$ cat config.mk
export PLATFORM = sky130hd
export DESIGN_NAME = sum_capture_misr
export DESIGN_NICKNAME = d
export VERILOG_FILES = /design/src/rtl/sum_capture_misr.sv
export SDC_FILE = /design/constraint.sdc
export NUM_CORES = 1
export LEC_CHECK = 0
export CAP_MARGIN = 40
export CELL_PAD_IN_SITES_DETAIL_PLACEMENT = 0
export CELL_PAD_IN_SITES_GLOBAL_PLACEMENT = 1
export CORE_UTILIZATION = 43
export CTS_CLUSTER_SIZE = 14
export DETAILED_ROUTE_END_ITERATION = 7
export GPL_ROUTABILITY_DRIVEN = 0
export GPL_TIMING_DRIVEN = 1
export PLACE_DENSITY = 0.95
export RECOVER_POWER = 100
export SYNTH_ARGS = -nofsm -noshare
export SYNTH_HDL_FRONTEND = slang
export SYNTH_SLANG_ARGS = --single-unit
$ cat constraint.sdc
create_clock -name clk -period 4.5 [get_ports clk]
set_clock_uncertainty 0.2 [all_clocks]
set_input_delay 0.9 -clock clk [delete_from_list [all_inputs] [get_ports clk]]
set_output_delay 0.9 -clock clk [all_outputs]
set_load 0.03 [all_outputs]
$ cat src/rtl/sum_capture_misr.sv
// Capture window for the adder-tree output: skip pipeline fill, count ones, keep the last 32 samples.
// Define SUM_CAPTURE_MISR_EN to build the 16-bit CCITT MISR signature; otherwise signature is tied to zero.
module sum_capture_misr #(
    parameter int NSAMP = 64,
    parameter int SKIP  = 4
) (
    input  logic        clk,
    input  logic        rst_n,
    input  logic        start,
    input  logic        sum,
    output logic        busy,
    output logic        done,
    output logic [15:0] ones,
    output logic [31:0] last_bits,
    output logic [15:0] signature
);

    typedef enum logic [1:0] {ST_IDLE, ST_SKIP, ST_CAPT} state_t;

    localparam logic [7:0]  SKIP_LAST = 8'((SKIP > 0) ? SKIP - 1 : 0);
    localparam logic [15:0] SAMP_LAST = 16'(NSAMP - 1);

    state_t      r_state, w_next;
    logic [7:0]  r_skip_cnt;
    logic [15:0] r_samp_cnt;
    logic        r_busy, r_done;
    logic [15:0] r_ones;
    logic [31:0] r_last;
    logic        w_accept, w_skip_end, w_capt_end;

    assign w_accept   = (r_state == ST_IDLE) && start;
    assign w_skip_end = (r_skip_cnt == SKIP_LAST);
    assign w_capt_end = (r_samp_cnt == SAMP_LAST);

    always_comb begin
        w_next = r_state;
        case (r_state)
            ST_IDLE: if (start)      w_next = (SKIP > 0) ? ST_SKIP : ST_CAPT;
            ST_SKIP: if (w_skip_end) w_next = ST_CAPT;
            ST_CAPT: if (w_capt_end) w_next = ST_IDLE;
            default:                 w_next = ST_IDLE;
        endcase
    end

    // busy is the flopped decode of the next state so it equals (state != IDLE) without combinational paths.
    always_ff @(posedge clk or negedge rst_n) begin
        if (!rst_n) begin
            r_state    <= ST_IDLE;
            r_busy     <= 1'b0;
            r_done     <= 1'b0;
            r_skip_cnt <= '0;
            r_samp_cnt <= '0;
            r_ones     <= '0;
            r_last     <= '0;
        end else begin
            r_state <= w_next;
            r_busy  <= (w_next != ST_IDLE);
            r_done  <= (r_state == ST_CAPT) && w_capt_end;
            if (w_accept) begin
                r_skip_cnt <= '0;
                r_samp_cnt <= '0;
                r_ones     <= '0;
                r_last     <= '0;
            end
            if (r_state == ST_SKIP)
                r_skip_cnt <= r_skip_cnt + 8'd1;
            if (r_state == ST_CAPT) begin
                r_ones     <= r_ones + {15'd0, sum};
                r_last     <= {r_last[30:0], sum};
                r_samp_cnt <= r_samp_cnt + 16'd1;
            end
        end
    end

`ifdef SUM_CAPTURE_MISR_EN
    logic [15:0] r_sig;
    logic        w_fb;

    assign w_fb = r_sig[15] ^ sum;

    always_ff @(posedge clk or negedge rst_n) begin
        if (!rst_n)
            r_sig <= '0;
        else if (w_accept)
            r_sig <= 16'hFFFF;
        else if (r_state == ST_CAPT)
            r_sig <= {r_sig[14:0], 1'b0} ^ (w_fb ? 16'h1021 : 16'h0000);
    end

    assign signature = r_sig;
`else
    assign signature = 16'h0000;
`endif

    assign busy      = r_busy;
    assign done      = r_done;
    assign ones      = r_ones;
    assign last_bits = r_last;

endmodule

* Word level (Yosys, flattened, before mapping) *
Index checks and enable logic that the tools add are counted.

storage, ports and cells
  input port bits = 4
  memories = 0
  bits in registers = 76
  output and inout bits = 66
  logic and storage cells = 31
  memory bits (read-only) = 0
  bits in latches = 0
  bits in writable memories = 0

operators by class
  equal/unequal tests = 4
  reduce and logical (&&, ||, !) cells = 6
  order comparisons = 0
  bitwise gates (word level) = 0
  shifts and indexed selects = 0
  multiplexer cells = 11
  add/subtract/negate cells = 3
  multipliers = 0
  divide/modulo/power cells = 0

operators by type and width
  cell                   number
  $mux 32                2
  $mux 16                3
  $add 16x1->16          1
  $add 16x1->16 const B  1
  $eq 16x6->1 const B    1
  $mux 8                 2
  $add 8x1->8 const B    1
  $eq 8x2->1 const B     1
  $mux 2                 3
  $pmux 2 s3             1
  $reduce_bool 2->1      3
  $eq 2x1->1 const B     1
  $eq 2x2->1 const B     1
  $logic_and 1x1->1      2
  $logic_not 2->1        1

* Longest topological paths before layout *
Gate-level depths: netlist of run 1.

  depth in word-level cells = 4
  mapped depth = 6
  gate-level depth less buffers = 6

* Worst setup path before layout of run 1 *
No wires, ideal clock.

  path type = input port to flip-flop
  start point = input port sum
  end point = register r_ones[14] (netlist: ones[14])
  cell stages on the path = 6
  buffers on the path = 0
  data arrival time = 2.077 ns
  setup time = 0.082 ns
  required time = 4.218 ns
  path slack = 2.141 ns
  cell sequence = ha_1 > ha_1 > and3_1 > nand4_1 > nor3_1 > mux2i_1

between the ends
  word-level cells in the longest chain between the ends = 2

RTL lines
  what                  line  RTL
  from (decl)           10    input logic sum,
  $add 16x1->16         68    r_ones <= r_ones + {15'd0, sum};
  $mux 16               67    if (r_state == ST_CAPT) begin
  to (signal assigned)  68
  to (decl)             27    logic [15:0] r_ones;

Every way passes these cells.
A chain may end at the register's enable or synchronous reset.

* Final worst setup path of run 1 *
  start point = input port start
  end point = register r_last[7] (netlist: last_bits[7])

between the ends
  word-level cells in the longest chain between the ends = 2

RTL lines
  what                                line  RTL
  from (decl)                         9     input logic start,
  $logic_and 1x1->1                   31    assign w_accept = (r_state == ST_IDLE) && start;
  $reduce_bool 2->1 (no source line)  --
  to (signal assigned)                69    r_last <= {r_last[30:0], sum};
  to (decl)                           28    logic [31:0] r_last;

Every way passes these cells.

==> results of run 1 <==
[how the worst max path moves through the flow]
| stage | end | slack (ns) | depth (start not counted) |
|---|---|---|---|
| floorplan | ones[14] | 2.14 | 6 |
| global placement | ones[14] | 1.52 | 7 |
| detailed placement | ones[14] | 1.42 | 7 |
| CTS | ones[14] | 1.79 | 7 |
| global route | r_state[0] | 1.19 | 2 |
| finish | last_bits[7] | 1.39 | 4 |
[cell usage after synthesis (all sizes together) (3+ instances only)]
library cell  instances
and3                  5
clkbuf               11
and4                  6
nor2                 11
nor3                  4
a22o                 36
buf                  20
nand3                20
o211ai                4
a21oi                 3
o31ai                 4
nor4                  4
nand4                12
dfrtp                76
nand2                29
ha                    4
mux2i                15
o21ai                25
[state kept, by name (all words and copies together) (netlist names)]
name and cells:
last_bits 32, ones 16, r_samp_cnt 16, r_skip_cnt 8, r_state 2, busy 1
done 1
[power by group through the flow]
stage / Combinational [mW] / Clock [mW] / Sequential [mW]
detailed placement: 0.365 / 0 / 0.790
global route: 0.389 / 0.682 / 0.784
floorplan: 0.244 / 0 / 0.806
global placement: 0.358 / 0 / 0.790
CTS: 0.366 / 0.652 / 0.779
finish: 0.350 / 0.632 / 0.776
[kinds of logic after synthesis]
family / count (synthesis) / share of synthesized area, %
other: 1 / 0.111
AOI/OAI and AO/OA: 77 / 16.4
buffers and inverters: 31 / 5.46
and+or+nand+nor: 101 / 16.1
muxes: 15 / 4.43
DFF: 76 / 56.1
adders and majority gates: 4 / 1.48
[per-layer routing]
layer  GRT usage (%)  wire (um)  share of wire, %  vias to the layer above
met5               0          0                 0                        -
met1            24.4       3100                45                     1259
met4            4.89         70               1.0                        0
met3            7.24        542               7.9                        8
met2            26.5       3120                46                       87
li1                -          -                 -                     1207
[per-stage QoR]
step / instances / worst slack (ns) / total power, mW
2_1_floorplan: 320 / 2.14 / 1.05
3_3_place_gp: 447 / 1.52 / 1.15
3_5_place_dp: 447 / 1.42 / 1.16
4_1_cts: 463 / 1.79 / 1.80
5_1_grt: 463 / 1.19 / 1.85
6_report: 463 / 1.39 / 1.76
[final cells by class]
type                            instances  area (sq um)  share of cell area, %
Multi-Input combinational cell        213          1360                   32.6
Clock inverter                          7           121                   2.90
Clock buffer                            9           124                   2.96
Timing Repair Buffer                   56           544                   13.0
Tap cell                              102           128                   3.05
Sequential cell                        76          1900                   45.5
==> results.sh, run 1 <==
export IMPL_r2r_slack_ns=2.04
export IMPL_fp_dieH_um=90.8
export IMPL_p_sw_mw=0.557
export IMPL_cts_buffers=9
export IMPL_antenna_found_initial=0
export IMPL_holdWs_ns=0.273
export IMPL_grt_max_degree=56
export IMPL_rows=32
export IMPL_rsz0062_at_grt="false"
export IMPL_critical_path_arrival_ns=3.20
export IMPL_synthTopCellsByArea="dfrtp_1, a22o_1, mux2i_1"
export IMPL_end_kind="flop"
export IMPL_cts_hold_buf=0
export IMPL_critPathTopFamily="compound AO/OA/AOI/OAI gates"
export IMPL_vias=2561
export IMPL_crit_buf_inv=2
export IMPL_drive_above_1_share_pct=7.20
export IMPL_synth_top_area_share_pct=56.1
export IMPL_final_area_sq_um=4180
export IMPL_syn_to_final_growth_pct=23.2
export IMPL_vias_per_cell=5.53
export IMPL_clockBufferDepth=2
export IMPL_final_common_cell="dfrtp_1"
export IMPL_whs_path_depth=1
export IMPL_grt_pass1_vias=2419
export IMPL_synth_edff_count=0
export IMPL_worst_ep_required_time_ns=4.59
export IMPL_finalSetupTns_ns=0
export IMPL_start_util_pct=44.1
export IMPL_dpl_cell_area_sq_um=3950
export IMPL_status="completed"
export IMPL_p_clk_share_pct=35.9
export IMPL_critPathKind="in -> reg"
export IMPL_io_pins=70
export IMPL_setup_violations=0
export IMPL_fin_crit_ns=3.11
export IMPL_seqPwrFrac_pct=44.1
export IMPL_synth_seq_cells=76
export IMPL_async_flop_share_pct=100
export IMPL_clkLatencyLatePin_ns=0.35
export IMPL_slowest_delay_ns=1.09
export IMPL_hold_viol=0
export IMPL_drv_cap=0
export IMPL_path_clk_slew_ns=0.08
export IMPL_fin_nets=364
export IMPL_powerDensity_nw_per_um2=421
export IMPL_sw_frac_of_total_pct=31.7
export IMPL_synth_flop_cell="dfrtp_1"
export IMPL_rr_endpoint="last_bits[7]"
export IMPL_r2r_start="r_state[1]"
export IMPL_period_share_pct=69.1
export IMPL_whs_endpoint="ones[15]"
export IMPL_remaining_drc_errors=0
export IMPL_cts_setup_buffers=0
export IMPL_ys_warn_count=0
export IMPL_post_synth_top_area_cell="dfrtp_1"
export IMPL_antennaDiodeCount=0
export IMPL_grt_ovfl_total=0
export IMPL_fin_util_pct=54.4
export IMPL_htreeDepth=3
export IMPL_p_int_mw=1.20
export IMPL_post_cts_resized=0
export IMPL_fmax_mhz=321
export IMPL_die_area_sq_um=8250
export IMPL_slew_headroom_pct=4.34
export IMPL_p_comb_share_pct=19.9
export IMPL_cp_slowest_cell="o21bai_1"
export IMPL_ys_seq_area_share_pct=56.1
export IMPL_path_max_fanout=27
export IMPL_ant_nets=0
export IMPL_min_from="ones[15]"
export IMPL_postSynthAreaPerCell_sq_um=11.1
export IMPL_initialDrtViolationCount=187
export IMPL_wl_per_cell_um=14.8
export IMPL_firstDrtPassIters=4
export IMPL_grt_pass1_wl_mm=11.8
export IMPL_core_area_sq_um=7690
export IMPL_synth_area_sq_um=3390
export IMPL_slew_violations=0
export IMPL_fillers=682
export IMPL_hold_class="reg -> reg"
export IMPL_worst_pin_slew_ns=1.43
export IMPL_p_leak_nw=2.09
export IMPL_ir_worst_vdd_mv=0.218
export IMPL_cts_tree="built"
export IMPL_drt_wl_total_mm=6.83
export IMPL_final_cell_mix="dfrtp_1, dlygate4sd3_1, a22o_1"
export IMPL_die_w_um=90.8
export IMPL_yosysUniqueCellTypes=35
export IMPL_track_usage_pct=17.9
export IMPL_start_kind="input pin"
export IMPL_critPathLaunch="start"
export IMPL_port_buffers=53
export IMPL_cts_root_buf="clkbuf_8"
export IMPL_r2r_cells=3
export IMPL_cts_sinks=76
export IMPL_syn_inst=305
export IMPL_hpwl_mm=4.30
export IMPL_path_cells="dlygate4sd3_1 -> o21bai_1 -> buf_4 -> a22o_1"
Note: power is estimated with default switching activity, not from simulation.
==> run 2: changes to the inputs <==
CORE_UTILIZATION = 40   (was 43)
PLACE_DENSITY = 0.91   (was 0.95)
clock period = 3.2 ns   (was 4.5 ns; I/O delays follow)
==> run 2 against run 1 <==
Compared with the run above: the flow now finishes with violations (capacitance limit, slew limit); final area hardly changed; clock-buffer cell count is 1 higher; routed wire length is 0.35% lower; first-iteration DRC count is 54% lower; worst hold slack better by 0.015 ns; global-route usage is 1.3 points lower; critical path type unchanged.
==> results.sh, run 2 (same netlist as run 1, synthesis figures left out) <==
export IMPL_core_area_sq_um=8220
export IMPL_cts_setup_buffers=0
export IMPL_power_mw=2.32
export IMPL_drt_met1_wl_mm=3.19
export IMPL_final_cell_mix="dfrtp_1, dlygate4sd3_1, a22o_1"
export IMPL_crit_buf_inv=2
export IMPL_critPathKind="in -> reg"
export IMPL_drive_above_1_share_pct=7.71
export IMPL_fp_dieH_um=94.1
export IMPL_slew_headroom_pct=-5.91
export IMPL_slew_violations=29
export IMPL_violations="capacitance limit, slew limit"
export IMPL_min_from="ones[15]"
export IMPL_largest_reg_flops=32
export IMPL_rsz0062_at_grt="false"
export IMPL_whs_path_depth=1
export IMPL_setup_violations=0
export IMPL_pre_cts_slack_ns=0.378
export IMPL_fillers=756
export IMPL_grt_ovfl_total=0
export IMPL_drt_wl_total_mm=6.81
export IMPL_fin_nets=366
export IMPL_remaining_drc_errors=0
export IMPL_regArea_sq_um=1900
export IMPL_rr_endpoint="r_samp_cnt[13]"
export IMPL_antenna_found_initial=0
export IMPL_met2WireLength_mm=3.05
export IMPL_status="finished, violations left"
export IMPL_rows=33
export IMPL_dpl_cell_area_sq_um=4000
export IMPL_multi_input_area_sq_um=1370
export IMPL_initialDrtViolationCount=86
export IMPL_htreeDepth=3
export IMPL_cts_tree="built"
export IMPL_drv_cap=1
export IMPL_ir_worst_vdd_mv=0.249
export IMPL_period_share_pct=80.4
export IMPL_antennaDiodeCount=0
export IMPL_ant_nets=0
export IMPL_whs_endpoint="ones[15]"
export IMPL_clkLatencyLatePin_ns=0.34
export IMPL_post_cts_resized=0
export IMPL_hold_class="reg -> reg"
export IMPL_start_util_pct=41.3
export IMPL_io_pins=70
export IMPL_grt_max_degree=49
export IMPL_path_cells="dlygate4sd3_1 -> or3b_2 -> clkbuf_1 -> o211ai_1 -> o31ai_1"
export IMPL_worst_pin_slew_ns=1.59
export IMPL_port_buffers=53
export IMPL_wl_met3_um=535
export IMPL_die_w_um=94.1
export IMPL_start_kind="input pin"
export IMPL_path_max_fanout=25
export IMPL_final_area_sq_um=4180
export IMPL_cts_sinks=76
export IMPL_critical_path_arrival_ns=2.61
export IMPL_firstDrtPassIters=4
export IMPL_r2r_start="r_state[0]"
export IMPL_end_kind="flop"
export IMPL_path_clk_slew_ns=0.07
export IMPL_clockBufferDepth=2
export IMPL_cts_root_buf="clkbuf_8"
export IMPL_die_area_sq_um=8850
export IMPL_hpwl_mm=4.47
export IMPL_p_leak_nw=2.08
export IMPL_worst_ep_required_time_ns=3.23
export IMPL_powerDensity_nw_per_um2=555
export IMPL_grt_pass1_vias=2397
export IMPL_hold_viol=0
export IMPL_critPathTopFamily="buffers and inverters"
export IMPL_cts_hold_buf=0
export IMPL_r2r_slack_ns=1.07
export IMPL_fmax_mhz=389
export IMPL_postLayoutSetupSlackWorst_ns=0.627
export IMPL_track_usage_pct=16.6
export IMPL_grt_pass1_wl_mm=11.5
export IMPL_finalSetupTns_ns=0
export IMPL_highest_layer="met4"
export IMPL_slowest_delay_ns=0.85
export IMPL_cts_buffers=9
export IMPL_final_common_cell="dfrtp_1"
export IMPL_cp_slowest_cell="clkbuf_1"
export IMPL_r2r_cells=4
export IMPL_fin_crit_ns=2.57
export IMPL_vias_per_cell=5.45
export IMPL_wl_per_cell_um=14.5
export IMPL_vias=2549
export IMPL_syn_to_final_growth_pct=23.3
==> run 2: changes by cell type in the layout (fill, tap and decap cells not counted), sizes merged <==
cell      delta
buf          +2
bufinv       -2
clkbuf       +1
clkinv       +2
clkinvlp     +1
inv          -2
==> run 2: worst max path at each step <==
stage,startpoint,end,slack [ns],cells past startpoint
floorplan,sum,ones[14],1.10,6
finish,start,ones[12],0.63,5
global route,start,ones[10],0.47,5
detailed placement,sum,ones[14],0.38,7
CTS,sum,ones[14],0.77,7
global placement,sum,ones[14],0.48,7
==> run 2: metrics by stage <==
stage	instances	hold slack [ns]	utilization (%)
after floorplan	320	0.144	-
after global placement	451	0.266	48.4
after detailed placement	452	0.280	48.7
after CTS	468	0.0939	51.0
after global routing	468	0.302	50.9
final	468	0.288	50.9
==> run 2: cell type report <==
type	count	share of cell area (%)
Sequential cell	76	45.5
Tap cell	105	3.14
Clock inverter	6	1.56
Timing Repair Buffer	58	14.1
Clock buffer	10	3.05
Multi-Input combinational cell	213	32.7
==> run 2: per-layer routing <==
layer  vias to the layer above  global-route usage [%]
li1                       1207                       -
met1                      1267                    21.3
met3                         5                    8.17
met2                        70                    25.5
met5                         -                       0
met4                         0                    2.95
==> run 2: power by group <==
group	total, mW	switching (mW)	internal (mW)	leakage, nW
combinational	0.522	0.359	0.162	0.938
clock	0.709	0.349	0.360	0.0962
sequential	1.09	0.0653	1.03	1.05
total	2.32	0.773	1.55	2.08
